--- src/rtl/monaco_pkg.sv ---
// rtl/monaco_pkg.sv - shared types, geometry constants and palettes for the track/car pixel path
package monaco_pkg;

  localparam int ACT_W = 320;
  localparam int ACT_H = 240;
  localparam int CAR_W = 16;
  localparam int CAR_H = 24;
  localparam logic [16:0] CAR_BASE = 17'd76800;

  typedef enum logic [1:0] {IDLE, BG, CAR} fetch_state_t;

  typedef logic [23:0] rgb_t;

  localparam rgb_t TRACK_PAL [8] = '{
    24'h1a1a1a, 24'h2e8b57, 24'h808080, 24'hc0c0c0,
    24'hffffff, 24'hd2b48c, 24'h3c3cff, 24'hff3c3c
  };

  // Entry 0 is the transparent index and is never displayed.
  localparam rgb_t CAR_PAL [8] = '{
    24'h000000, 24'hff0000, 24'hffd700, 24'h0050ff,
    24'h202020, 24'hf0f0f0, 24'h00c000, 24'hff8000
  };

  function automatic logic [16:0] track_addr(input logic [9:0] x, input logic [9:0] y);
    return 17'(y) * 17'(ACT_W) + 17'(x);
  endfunction

  function automatic logic [16:0] car_addr(input logic [9:0] dx, input logic [9:0] dy);
    return CAR_BASE + 17'(dy) * 17'(CAR_W) + 17'(dx);
  endfunction

endpackage

--- src/rtl/monaco_palette_lut.sv ---
// rtl/monaco_palette_lut.sv - combinational palette lookup for track and car indices
module monaco_palette_lut
  import monaco_pkg::*;
(
  input  logic [3:0] pal_addr,
  output rgb_t       colour
);

  // pal_addr[3] selects the car palette, pal_addr[2:0] is the colour index.
  always_comb begin
    colour = pal_addr[3] ? CAR_PAL[pal_addr[2:0]] : TRACK_PAL[pal_addr[2:0]];
  end

endmodule

--- src/rtl/track_sprite_fetch_sequencer.sv ---
// rtl/track_sprite_fetch_sequencer.sv - two-read-per-pixel ROM sequencer compositing the car over the track
module track_sprite_fetch_sequencer
  import monaco_pkg::*;
(
  input  logic        Clk,
  input  logic        Reset,
  input  logic        pix_en,
  input  logic [9:0]  DrawX,
  input  logic [9:0]  DrawY,
  input  logic [9:0]  CarX,
  input  logic [9:0]  CarY,
  output logic [16:0] rom_addr,
  output logic        rom_rd,
  input  logic [2:0]  rom_data,
  output logic [7:0]  Red,
  output logic [7:0]  Green,
  output logic [7:0]  Blue,
  output logic        pix_valid,
  output logic        overrun
);

  fetch_state_t state_q, state_d;
  logic [9:0]   px_q, px_d, py_q, py_d;
  logic [9:0]   car_xs_q, car_xs_d, car_ys_q, car_ys_d;
  logic [2:0]   bg_idx_q, bg_idx_d;
  logic         blk1_q, blk1_d, blk2_q, blk2_d;
  logic         miss_q, miss_d;
  rgb_t         rgb_q, rgb_d;
  logic         pix_valid_q, pix_valid_d;
  logic         overrun_q, overrun_d;

  logic         in_area;
  logic         hit;
  logic [2:0]   car_idx;
  logic [3:0]   pal_addr;
  rgb_t         pal_colour;

  // Area and car hit tests; the car window bounds are widened to 11 bits so they never wrap.
  always_comb begin
    in_area = (DrawX < 10'(ACT_W)) && (DrawY < 10'(ACT_H));
    hit     = ({1'b0, px_q} >= {1'b0, car_xs_q}) &&
              ({1'b0, px_q} <  ({1'b0, car_xs_q} + 11'(CAR_W))) &&
              ({1'b0, py_q} >= {1'b0, car_ys_q}) &&
              ({1'b0, py_q} <  ({1'b0, car_ys_q} + 11'(CAR_H)));
    car_idx  = (state_q == CAR) ? rom_data : 3'd0;
    pal_addr = (car_idx != 3'd0) ? {1'b1, car_idx} : {1'b0, bg_idx_q};
  end

  monaco_palette_lut u_palette (
    .pal_addr (pal_addr),
    .colour   (pal_colour)
  );

  // Fetch FSM, ROM request, delay-matching of black/no-car pixels and composite select.
  always_comb begin
    state_d     = state_q;
    px_d        = px_q;
    py_d        = py_q;
    car_xs_d    = car_xs_q;
    car_ys_d    = car_ys_q;
    bg_idx_d    = bg_idx_q;
    blk1_d      = 1'b0;
    blk2_d      = blk1_q;
    miss_d      = 1'b0;
    rgb_d       = rgb_q;
    pix_valid_d = 1'b0;
    overrun_d   = overrun_q;
    rom_addr    = '0;
    rom_rd      = 1'b0;

    case (state_q)
      IDLE: begin
        if (pix_en) begin
          px_d = DrawX;
          py_d = DrawY;
          if (DrawX == '0 && DrawY == '0) begin
            car_xs_d = CarX;
            car_ys_d = CarY;
          end
          if (in_area) begin
            rom_addr = track_addr(DrawX, DrawY);
            rom_rd   = 1'b1;
            state_d  = BG;
          end else begin
            blk1_d = 1'b1;
          end
        end
      end
      BG: begin
        bg_idx_d = rom_data;
        if (hit) begin
          rom_addr = car_addr(px_q - car_xs_q, py_q - car_ys_q);
          rom_rd   = 1'b1;
          state_d  = CAR;
        end else begin
          miss_d  = 1'b1;
          state_d = IDLE;
        end
        if (pix_en) overrun_d = 1'b1;
      end
      CAR: begin
        state_d = IDLE;
        if (pix_en) overrun_d = 1'b1;
      end
      default: state_d = IDLE;
    endcase

    // Every pixel type lands here on the same cycle relative to its pix_en.
    if (blk2_q) begin
      rgb_d       = '0;
      pix_valid_d = 1'b1;
    end else if (miss_q || state_q == CAR) begin
      rgb_d       = pal_colour;
      pix_valid_d = 1'b1;
    end

    if (Reset) begin
      rom_addr = '0;
      rom_rd   = 1'b0;
    end
  end

  // State and datapath registers with synchronous reset.
  always_ff @(posedge Clk) begin
    if (Reset) begin
      state_q     <= IDLE;
      px_q        <= '0;
      py_q        <= '0;
      car_xs_q    <= '0;
      car_ys_q    <= '0;
      bg_idx_q    <= '0;
      blk1_q      <= 1'b0;
      blk2_q      <= 1'b0;
      miss_q      <= 1'b0;
      rgb_q       <= '0;
      pix_valid_q <= 1'b0;
      overrun_q   <= 1'b0;
    end else begin
      state_q     <= state_d;
      px_q        <= px_d;
      py_q        <= py_d;
      car_xs_q    <= car_xs_d;
      car_ys_q    <= car_ys_d;
      bg_idx_q    <= bg_idx_d;
      blk1_q      <= blk1_d;
      blk2_q      <= blk2_d;
      miss_q      <= miss_d;
      rgb_q       <= rgb_d;
      pix_valid_q <= pix_valid_d;
      overrun_q   <= overrun_d;
    end
  end

  assign Red       = rgb_q[23:16];
  assign Green     = rgb_q[15:8];
  assign Blue      = rgb_q[7:0];
  assign pix_valid = pix_valid_q;
  assign overrun   = overrun_q;

endmodule
--- config.mk ---
export PLATFORM = sky130hd
export DESIGN_NAME = track_sprite_fetch_sequencer
export DESIGN_NICKNAME = d
export VERILOG_FILES = /design/src/rtl/monaco_pkg.sv /design/src/rtl/monaco_palette_lut.sv /design/src/rtl/track_sprite_fetch_sequencer.sv
export SDC_FILE = /design/constraint.sdc
export NUM_CORES = 1
export LEC_CHECK = 0
export ABC_CLOCK_PERIOD_IN_PS = 5150
export CAP_MARGIN = 20
export CORE_MARGIN = 2
export CORE_UTILIZATION = 29
export DETAILED_ROUTE_END_ITERATION = 10
export PLACE_DENSITY = 0.55
export SLEW_MARGIN = 20
export SYNTH_ARGS = -nofsm -noshare
export SYNTH_HDL_FRONTEND = slang
export SYNTH_SLANG_ARGS = --single-unit
--- constraint.sdc ---
create_clock -name Clk -period 5.15 [get_ports Clk]
set_input_delay 1.2875 -clock Clk [delete_from_list [all_inputs] [get_ports Clk]]
set_output_delay 1.2875 -clock Clk [all_outputs]
set_load 0.02 [all_outputs]
==> results.json <==
{
  "criticalPathCategory": "flip-flop to output pin",
  "grt_overflow": 0,
  "maxSlewViolCount": 0,
  "r2r_end": "rgb_q[0]",
  "ioPinCount": 90,
  "numCtsBuffers": 9,
  "diodes": 0,
  "dr.pass1.iters": 5,
  "setup_viol": 0,
  "cts.htree.levels": 3,
  "critPathCaptureType": "output pin",
  "viasPerCell": 5.00,
  "critPathCapture": "rom_addr[11]",
  "netlist_area_um2": 5680,
  "cts_sinks": 74,
  "die-area_um2": 20700,
  "tns_ns": 0,
  "clockRootBuffer": "clkbuf_16",
  "rsz0062_at_grt": "true",
  "route.detailed.drc": 0,
  "cp-start-kind": "flip-flop",
  "crit_arrival_ns": 3.86,
  "slowest_delay_ns": 0.45,
  "dp_hpwl_um": 13200,
  "status": "finished, final reports clean",
  "nets": 959,
  "crit_fanout": 3,
  "grt_pass1_vias": 5063,
  "synth_cell_types": 71,
  "cp-startpoint": "car_xs_q[1]",
  "globalRouteTotalUtil": 0.166,
  "ff2ff_path_depth": 9,
  "fmax_mhz": 194,
  "yosys_most_used_dff": "dfxtp_1",
  "crit_top_cell": "o21a_1",
  "holdWs_ns": 0.440,
  "period_needed_ns": 5.15,
  "n_fill_cell": 1995,
  "place_area_um2": 7220,
  "drtAntennaViolNets": 0,
  "maxCapViolCount": 0,
  "grt_max_degree": 51,
  "clockBufferDepth": 2,
  "critical_path_required_ns": 3.86,
  "vias": 5526,
  "synthesis.instances": 700,
  "maxSlewHeadroom": 0.459,
  "path_cells": "inv_2, ha_4, nor2b_4, o31a_1, o21a_1, o21a_1, o21ai_2, or4b_1, o211ai_1, ha_1, o21a_1, o31a_1, or3_4, nand3_2, nand4b_1, a21oi_2, buf_4",
  "start_util": 0.294,
  "drt_iter0_drc": 314,
  "syn_nets": 822,
  "final_area_um2": 7670,
  "core_um2": 19300,
  "wl_per_cell_um": 15.5,
  "place.gp.congestion": 0.867,
  "synth-edff-count": 0,
  "die_w_um": 144,
  "drive_above_1_share": 0.161,
  "cpMaxStageDelayCell": "or4b_1",
  "ys_seq_area_frac": 0.261,
  "powerDensity_nw_per_um2": 234,
  "rrSetupSlack_ns": 2.16,
  "insertion_delay_ns": 0.34,
  "fin_util": 0.397,
  "reg2reg_from": "state_q[0]",
  "ys_warn_count": 0,
  "antenna_found_initial": 0,
  "grt_pass1_wl_um": 26700,
  "avgSynthCellArea_um2": 8.11,
  "rows": 51,
  "hold_start": "blk1_q",
  "area_delta_synth_final_pct": 35.1,
  "cts_tree": "yes",
  "tightest_slew_ns": 0.810,
  "clk_pin_slew_worst_paths_ns": 0.06,
  "p_leak_nw": 3.18,
  "peakVddDrop_mv": 0.158,
  "ys_seq_elements": 74,
  "async_reset_ff_frac": 0,
  "min_path_type": "flip-flop to flip-flop",
  "hold_viol": 0,
  "finClkSkew_ns": 0.0107,
  "routed_wl_um": 17100,
  "die_y_um": 144,
  "portBuffers": 89,
  "finalCritPeriodShare": 1.00
}
==> area by class of cell <==
| type | count | area [um2] | share of cell area |
|---|---|---|---|
| Multi-Input combinational cell | 555 | 4060 | 0.529 |
| Sequential cell | 74 | 1480 | 0.193 |
| Timing Repair Buffer | 154 | 1340 | 0.175 |
| Tap cell | 265 | 332 | 0.0432 |
| Clock buffer | 10 | 239 | 0.0311 |
| Inverter | 43 | 161 | 0.0210 |
| Clock inverter | 5 | 55.1 | 0.00718 |
==> layer usage <==
layer / global-route usage / wire (um)
met1: 0.224 / 8000
met2: 0.272 / 8060
met3: 0.0340 / 824
met4: 0.0372 / 217
met5: 0 / 0
==> how the worst min path moves through the flow <==
stage,end,cells past startpoint
final,blk2_q,1
after global routing,blk2_q,1
after CTS,blk2_q,1
after detailed placement,blk2_q,1
after global placement,blk2_q,1
after floorplan,blk2_q,1
==> state kept, by name (all words and copies together), names as in the netlist <==
signal     flops
car_ys_q      10
py_q          10
car_xs_q      10
miss_q         1
overrun        1
px_q          10
rgb_q         24
bg_idx_q       3
blk1_q         1
state_q        2
pix_valid      1
blk2_q         1
==> critical path, delay by kind of cell (launching register included) <==
| kind | cells | cell delay [ns] |
|---|---|---|
| AO/OA/AOI/OAI | 8 | 1.30 |
| adder cells (fa/ha/maj) | 2 | 0.50 |
| buffers and inverters | 2 | 0.21 |
| flip-flops | 1 | 0.36 |
| AND/OR/NAND/NOR | 5 | 1.16 |
==> through the flow <==
stage / std cells / power [mW] / setup slack [ns]
2_1_floorplan: 700 / 0.937 / 0.197
3_3_place_gp: 1084 / 1.14 / -0.858
3_5_place_dp: 1084 / 1.14 / -0.895
4_1_cts: 1104 / 1.80 / -0.0649
5_1_grt: 1106 / 1.90 / -0.167
6_report: 1106 / 1.80 / 0.00124
==> Yosys cell counts, types with 4 or more instances <==
library cell | count | share of area
a211oi_1 | 5 | 0.0066
a21o_1 | 9 | 0.012
a21oi_1 | 66 | 0.058
a22oi_1 | 6 | 0.0079
a31oi_1 | 13 | 0.014
a32oi_1 | 10 | 0.015
and3_1 | 4 | 0.0044
clkbuf_1 | 22 | 0.015
dfxtp_1 | 74 | 0.26
fa_1 | 5 | 0.018
ha_1 | 71 | 0.16
inv_1 | 43 | 0.028
mux2i_1 | 24 | 0.042
nand2_1 | 76 | 0.050
nand2b_1 | 6 | 0.0066
nand3_1 | 16 | 0.014
nand4_1 | 5 | 0.0055
nor2_1 | 69 | 0.046
nor2b_1 | 9 | 0.0099
nor3_1 | 9 | 0.0079
nor3b_1 | 4 | 0.0053
o211ai_1 | 8 | 0.011
o21a_1 | 5 | 0.0066
o21ai_0 | 30 | 0.026
o21ai_1 | 5 | 0.0044
o21bai_1 | 5 | 0.0066
o221a_2 | 5 | 0.0099
or3_1 | 4 | 0.0044
xnor2_1 | 26 | 0.040
xor2_1 | 11 | 0.017
==> repair_timing <==
| item | 4_1_cts | 5_1_grt |
|---|---|---|
| buffers inserted | 5 | 2 |
| endpoints found under the setup margin | 18 | 14 |
| gates resized for setup | 60 | 30 |
| pin swaps | 18 | 14 |
| hold buffers | 0 | 0 |
| endpoints found under the hold margin | 0 | 0 |
==> report_power, final <==
| group | total, mW | switching (mW) | internal, mW |
|---|---|---|---|
| Combinational | 0.568 | 0.284 | 0.284 |
| Clock | 0.632 | 0.248 | 0.384 |
| Sequential | 0.599 | 0.0118 | 0.587 |
| Total | 1.80 | 0.544 | 1.25 |
==> kinds of logic (layout without fill, tap and decap cells) <==
logic type	after synthesis	in the layout	synth area share
xor+xnor	38	38	0.0610
simple gates	219	219	0.177
flops	74	74	0.261
fa+ha+maj	76	76	0.174
compound gates	197	197	0.234
mux	25	25	0.0443
buf+inv	71	212	0.0485
==> cell usage in the layout (no fill, tap or decap), types with 8 or more instances in the layout <==
| cell type | netlist | routed |
|---|---|---|
| a21o_1 | 9 | 9 |
| a21oi_1 | 66 | 63 |
| a31oi_1 | 13 | 13 |
| a32oi_1 | 10 | 10 |
| buf_4 | 1 | 67 |
| clkbuf_16 | 0 | 9 |
| clkdlybuf4s50_1 | 0 | 65 |
| dfxtp_1 | 74 | 73 |
| ha_1 | 71 | 64 |
| inv_1 | 43 | 42 |
| mux2i_1 | 24 | 24 |
| nand2_1 | 76 | 76 |
| nand3_1 | 16 | 14 |
| nor2_1 | 69 | 68 |
| o211ai_1 | 8 | 8 |
| o21ai_0 | 30 | 28 |
| xnor2_1 | 26 | 26 |
| xor2_1 | 11 | 11 |
No activity file was read; power rests on OpenSTA's default activity.
